## src/rtl/if_prefetch_queue.sv

```systemverilog
// Instruction prefetch front-end: issues in-order IMEM fetches ahead of
// decode and buffers returned instructions with their PC in a small queue.
// A redirect flushes the queue and discards every response still in flight.
module if_prefetch_queue #(
  parameter int                    DATA_WIDTH = 32,
  parameter int                    DEPTH      = 4,
  parameter int                    MAX_OUT    = 2,
  parameter logic [DATA_WIDTH-1:0] NOP_INSTR  = 32'h00000013
) (
  input  logic                    clk,
  input  logic                    rst_n,
  input  logic [DATA_WIDTH-1:0]   boot_add,
  input  logic                    redirect,
  input  logic [DATA_WIDTH-1:0]   redirect_pc,
  output logic                    imem_req,
  output logic [DATA_WIDTH-1:0]   imem_addr,
  input  logic                    imem_gnt,
  input  logic                    imem_rvalid,
  input  logic [DATA_WIDTH-1:0]   imem_rdata,
  output logic                    out_valid,
  output logic [DATA_WIDTH-1:0]   out_instr,
  output logic [DATA_WIDTH-1:0]   out_pc,
  input  logic                    out_ready,
  output logic [$clog2(DEPTH):0]  count
);

  localparam int PW = $clog2(DEPTH);
  localparam int CW = PW + 1;
  localparam logic [CW-1:0] MAX_OUT_W = CW'(MAX_OUT);
  localparam logic [CW:0]   DEPTH_W   = (CW+1)'(DEPTH);

  typedef enum logic {BOOT, RUN} state_t;

  state_t                  state, state_next;
  logic [DATA_WIDTH-1:0]   fetch_pc, resp_pc, addr_hold;
  logic [PW-1:0]           rd_ptr, wr_ptr;
  logic [CW-1:0]           outstanding, discard;
  logic [DATA_WIDTH-1:0]   mem_instr [DEPTH];
  logic [DATA_WIDTH-1:0]   mem_pc    [DEPTH];
  logic                    flush, grant, rsp, push, pop;
  logic [CW:0]             credit_used;

  assign credit_used = {1'b0, count} + {1'b0, outstanding};
  assign grant       = imem_req & imem_gnt;
  assign rsp         = imem_rvalid & (outstanding != '0);
  assign push        = (state == RUN) & ~flush & rsp & (discard == '0);
  assign pop         = ~flush & out_valid & out_ready;

  // Next-state and request generation; a request is only raised when the
  // queue has room for every response already owed plus this one.
  always_comb begin
    state_next = state;
    imem_req   = 1'b0;
    flush      = 1'b0;
    case (state)
      BOOT: state_next = RUN;
      RUN: begin
        flush    = redirect;
        imem_req = ~redirect && (outstanding < MAX_OUT_W) && (credit_used < DEPTH_W);
      end
      default: state_next = BOOT;
    endcase
  end

  // State register.
  always_ff @(posedge clk or negedge rst_n) begin
    if (!rst_n) state <= BOOT;
    else        state <= state_next;
  end

  // Fetch/response PCs, pointers, occupancy and in-flight bookkeeping.
  always_ff @(posedge clk or negedge rst_n) begin
    if (!rst_n) begin
      fetch_pc    <= '0;
      resp_pc     <= '0;
      addr_hold   <= '0;
      rd_ptr      <= '0;
      wr_ptr      <= '0;
      count       <= '0;
      outstanding <= '0;
      discard     <= '0;
    end else begin
      if (imem_req) addr_hold <= fetch_pc;
      if (state == BOOT) begin
        fetch_pc <= boot_add;
        resp_pc  <= boot_add;
      end else if (flush) begin
        count       <= '0;
        rd_ptr      <= '0;
        wr_ptr      <= '0;
        fetch_pc    <= redirect_pc;
        resp_pc     <= redirect_pc;
        discard     <= outstanding - CW'(rsp);
        outstanding <= outstanding - CW'(rsp);
      end else begin
        if (grant) fetch_pc <= fetch_pc + DATA_WIDTH'(4);
        outstanding <= outstanding + CW'(grant) - CW'(rsp);
        if (rsp && (discard != '0)) discard <= discard - CW'(1);
        if (push) begin
          wr_ptr  <= wr_ptr + PW'(1);
          resp_pc <= resp_pc + DATA_WIDTH'(4);
        end
        if (pop) rd_ptr <= rd_ptr + PW'(1);
        count <= count + CW'(push) - CW'(pop);
      end
    end
  end

  // Queue storage; contents are only meaningful below the occupancy count.
  always_ff @(posedge clk) begin
    if (push) begin
      mem_instr[wr_ptr] <= imem_rdata;
      mem_pc[wr_ptr]    <= resp_pc;
    end
  end

  assign imem_addr = imem_req ? fetch_pc : addr_hold;
  assign out_valid = (count != '0);
  assign out_instr = out_valid ? mem_instr[rd_ptr] : NOP_INSTR;
  assign out_pc    = out_valid ? mem_pc[rd_ptr] : '0;

endmodule

```

## config.mk

```make
export PLATFORM = sky130hd
export DESIGN_NAME = if_prefetch_queue
export DESIGN_NICKNAME = d
export VERILOG_FILES = /design/src/rtl/if_prefetch_queue.sv
export SDC_FILE = /design/constraint.sdc
export NUM_CORES = 1
export LEC_CHECK = 0
export CORE_UTILIZATION = 40
export DETAILED_ROUTE_END_ITERATION = 10
export PLACE_DENSITY_LB_ADDON = 0.1
export SLEW_MARGIN = 40
export SYNTH_ARGS = -nofsm -noshare
export SYNTH_HDL_FRONTEND = slang
export SYNTH_SLANG_ARGS = --single-unit
export TNS_END_PERCENT = 5
```

## constraint.sdc

```tcl
create_clock -name clk -period 5.5 [get_ports clk]
set_clock_uncertainty 0.2 [all_clocks]
set_input_delay 1.1 -clock clk [delete_from_list [all_inputs] [get_ports clk]]
set_output_delay 1.1 -clock clk [all_outputs]
set_load 0.03 [all_outputs]
```

==> summary.md <==
| Metric | Value |
|---|---|
| Post-Synth XOR/XNOR Area | `0.5534%` |
| Distinct cells, synth | `58` |
| Vias | `10.02k` |
| CP max stage delay | `0.67 ns` |
| Sink Count | `364` |
| Post-Synth Simple-Gate Area | `10.08%` |
| Syn avg cell area | `14.64 sq um` |
| Initial antenna violation count | `2` |
| Ant. Diodes | `0` |
| Yosys reg bits | `364` |
| Main combinational cell family by area after synthesis | `multiplexers` |
| Placed cell count | `1764` |
| Worst setup margin | `0.6286 ns` |
| Share of cells above drive strength 1 | `15.90%` |
| Worst vdd ir | `0.3434 mV` |
| DR DRC count | `0` |
| Critical Path End Type | `primary output` |
| Worst-path cell chain | `ha_1 -> nor4b_2 -> nand3_2 -> mux2_2 -> clkdlybuf4s50_1` |
| Hold endpoint | `addr_hold[24]$_DFF_PN0_` |
| Post-layout util | `51.03%` |
| Min-delay src | `addr_hold[24]$_DFF_PN0_` |
| FILL cells | `3312` |
| Unrepaired setup endpoints after global routing | `no` |
| Post-synthesis mux area share | `11.61%` |
| Final Cell Area | `19810 sq um` |
| Most frequent cells in the layout | `256 x edfxtp_1, 187 x clkdlybuf4s50_1, 106 x dfrtp_1` |
| Final WL | `37.83 mm` |
| Post-synth top flop | `edfxtp_1` |
| Fmax | `205.3 MHz` |
| Slew @ Worst Pin | `0.8735 ns` |
| Post-CTS Setup Bufs | `0` |
| Crit path required time | `4.20 ns` |
| Clock buffer depth | `3` |
| Starting DRC count in detailed routing | `516` |
| Final non-filler cell total | `1839` |
| Post-route clock period utilization | `88.57%` |
| CTS resizes | `0` |
| Fin crit period | `4.871 ns` |
| Commonest non-fill, non-tap cell in the layout | `edfxtp_1` |
| Die width | `200.9 um` |
| Worst flop-to-flop path endpoint | `outstanding[2]$_DFFE_PN0P_` |
| Mapped Nets | `1202` |
| Area Overhead vs Synth | `25.21%` |
| Num ports | `203` |
| Vias in the first global route | `10.21k` |
| Adder-cell area share of the yosys netlist | `1.597%` |
| Yosys warnings | `0` |
| CP Buf/Inv Count | `1` |
| CTS clk-pin slew, worst paths | `0.06 ns` |
| Area after DPL | `18480 sq um` |
| R2r startpoint | `outstanding[2]$_DFFE_PN0P_` |
| Hold Vio Cnt, Final | `0` |
| Sequential element share of the synthesized area | `65.65%` |
| Max Cap Viol | `0` |
| Placer Congestion | `0.8150` |
| Total GRT Usage | `18.99%` |
| Post-Syn Area | `15830 sq um` |
| Fin Setup TNS | `0 ns` |
| Place WS | `0.8333 ns` |
| Tot Pwr | `9.307 mW` |
| Die Y | `200.9 um` |
| Pin count of the biggest net entering global routing | `65` |
| Slew headroom | `41.62%` |
| Register-to-register path setup slack | `1.90 ns` |
| Top delay family on crit path | `simple AND/OR/NAND/NOR gates` |
| Antenna viol nets, final | `0` |
| Pwr Density | `469.7 nW/um^2` |
| CP max-delay cell | `nand3_2` |
| Hold crit path type | `reg -> reg` |
| Vias per cell | `5.449` |
| Compound-gate portion of the synthesized area | `8.484%` |
| Critical path arrival | `3.57 ns` |
| Final setup fails | `0` |
| Startpoint types | `register` |
| CP max FO | `25` |
| First-pass GRT wire length | `59.25 mm` |
| CTS tree | `done` |
| Worst-Skew Late Latency | `0.56 ns` |
| Leak | `7.047 nW` |
| Post-cts hold buffer count | `0` |
| Worst Hold Path Cells | `1` |
| Post-DP HPWL | `24.62 mm` |
| TritonRoute pass-1 iters | `5` |
| Min Hold Slack | `0.2935 ns` |
| Nets@finish | `1411` |
| Placeable Area | `38830 sq um` |
| Post-synth ARST share | `29.67%` |
| Final max-slew violation count | `0` |
| Cell row count | `72` |
| TritonCTS buffer count | `41` |
| Outcome | `complete, no violations` |
| IO buf count | `202` |
| R2R depth | `11` |
| WL/cell | `20.57 um` |
| Initial Utilization | `40.76%` |
| Gate Count Post-Synth | `1081` |
| GRT overflow | `0` |
| Number of enable flip-flop cells after synthesis | `256` |
| Crit path kind | `reg -> out` |
| Root Buffer | `clkbuf_16` |
| H-Tree Depth | `2` |
| Die ar. | `40360 sq um` |
==> synthesized netlist by cell type (4+ instances only) <==
cell type | count | area, sq um
a2bb2oi_1 | 12 | 105.1
nor3_1 | 23 | 115.1
buf_1 | 8 | 30.03
inv_1 | 23 | 86.33
edfxtp_1 | 256 | 7687
a21oi_1 | 75 | 375.4
a31oi_1 | 6 | 37.54
o2bb2ai_1 | 4 | 35.03
nor4_1 | 6 | 37.54
a211oi_1 | 5 | 37.54
o21ai_0 | 46 | 230.2
mux2i_1 | 7 | 70.07
o22ai_1 | 6 | 37.54
mux4_2 | 64 | 1441
ha_1 | 17 | 212.7
buf_2 | 12 | 60.06
dfrtp_1 | 108 | 2703
nand3_1 | 44 | 220.2
mux2_2 | 29 | 326.6
nor2_1 | 37 | 138.9
and3_1 | 21 | 131.4
a22o_1 | 7 | 61.31
and2_1 | 64 | 400.4
clkbuf_1 | 36 | 135.1
nand2b_1 | 10 | 62.56
and4_1 | 6 | 52.55
xnor2_1 | 8 | 70.07
nand4_1 | 14 | 87.58
a22oi_1 | 22 | 165.2
nand2_1 | 50 | 187.7
o31ai_1 | 9 | 67.56
==> registers in the layout (all words and copies together), names as in the netlist <==
name	cells
mem_pc	128
wr_ptr	2
resp_pc	31
state	1
rd_ptr	2
fetch_pc	31
outstanding	3
count	3
addr_hold	32
mem_instr	128
discard	3
==> cell type report <==
class | count | area (sq um) | share of cell area, %
Clock buffer | 46 | 1066 | 5.380
Clock inverter | 28 | 251.5 | 1.269
Inverter | 24 | 92.59 | 0.4673
Multi-Input combinational cell | 637 | 5139 | 25.93
Sequential cell | 364 | 10400 | 52.46
Tap cell | 518 | 648.1 | 3.271
Timing Repair Buffer | 222 | 2222 | 11.21
==> where the power goes <==
part,switching (mW),internal (mW),total (mW)
Combinational,1.80,1.46,3.26
Sequential,0.212,3.19,3.40
Clock,1.10,1.55,2.65
==> how the worst max path moves through the flow <==
stage                                           from                         to  slack [ns]  depth (start not counted)
after floorplan                          imem_rvalid  mem_instr[0][0]$_DFFE_PP_        1.29                          5
after global placement                      redirect              imem_addr[21]        0.85                          5
after detailed placement                    redirect              imem_addr[24]        0.83                          5
after CTS                 outstanding[2]$_DFFE_PN0P_              imem_addr[24]        0.50                          5
after global routing      outstanding[2]$_DFFE_PN0P_              imem_addr[24]        0.44                          5
final                     outstanding[2]$_DFFE_PN0P_              imem_addr[21]        0.63                          5
==> logic make-up after synthesis <==
logic type                 after synthesis
AOI/OAI and AO/OA                      214
and+or+nand+nor                        293
xor gates and xnor gates                10
DFF                                    364
buffers and inverters                   80
adders and majority gates               19
muxes                                  100
other                                    1
==> layer usage <==
layer | part of all wire [%] | track usage [%]
met2 | 46 | 29.24
met3 | 5.6 | 4.058
met1 | 46 | 26.59
met5 | 0.034 | 0
met4 | 2.7 | 6.788
No activity file was read; power rests on OpenSTA's default activity.
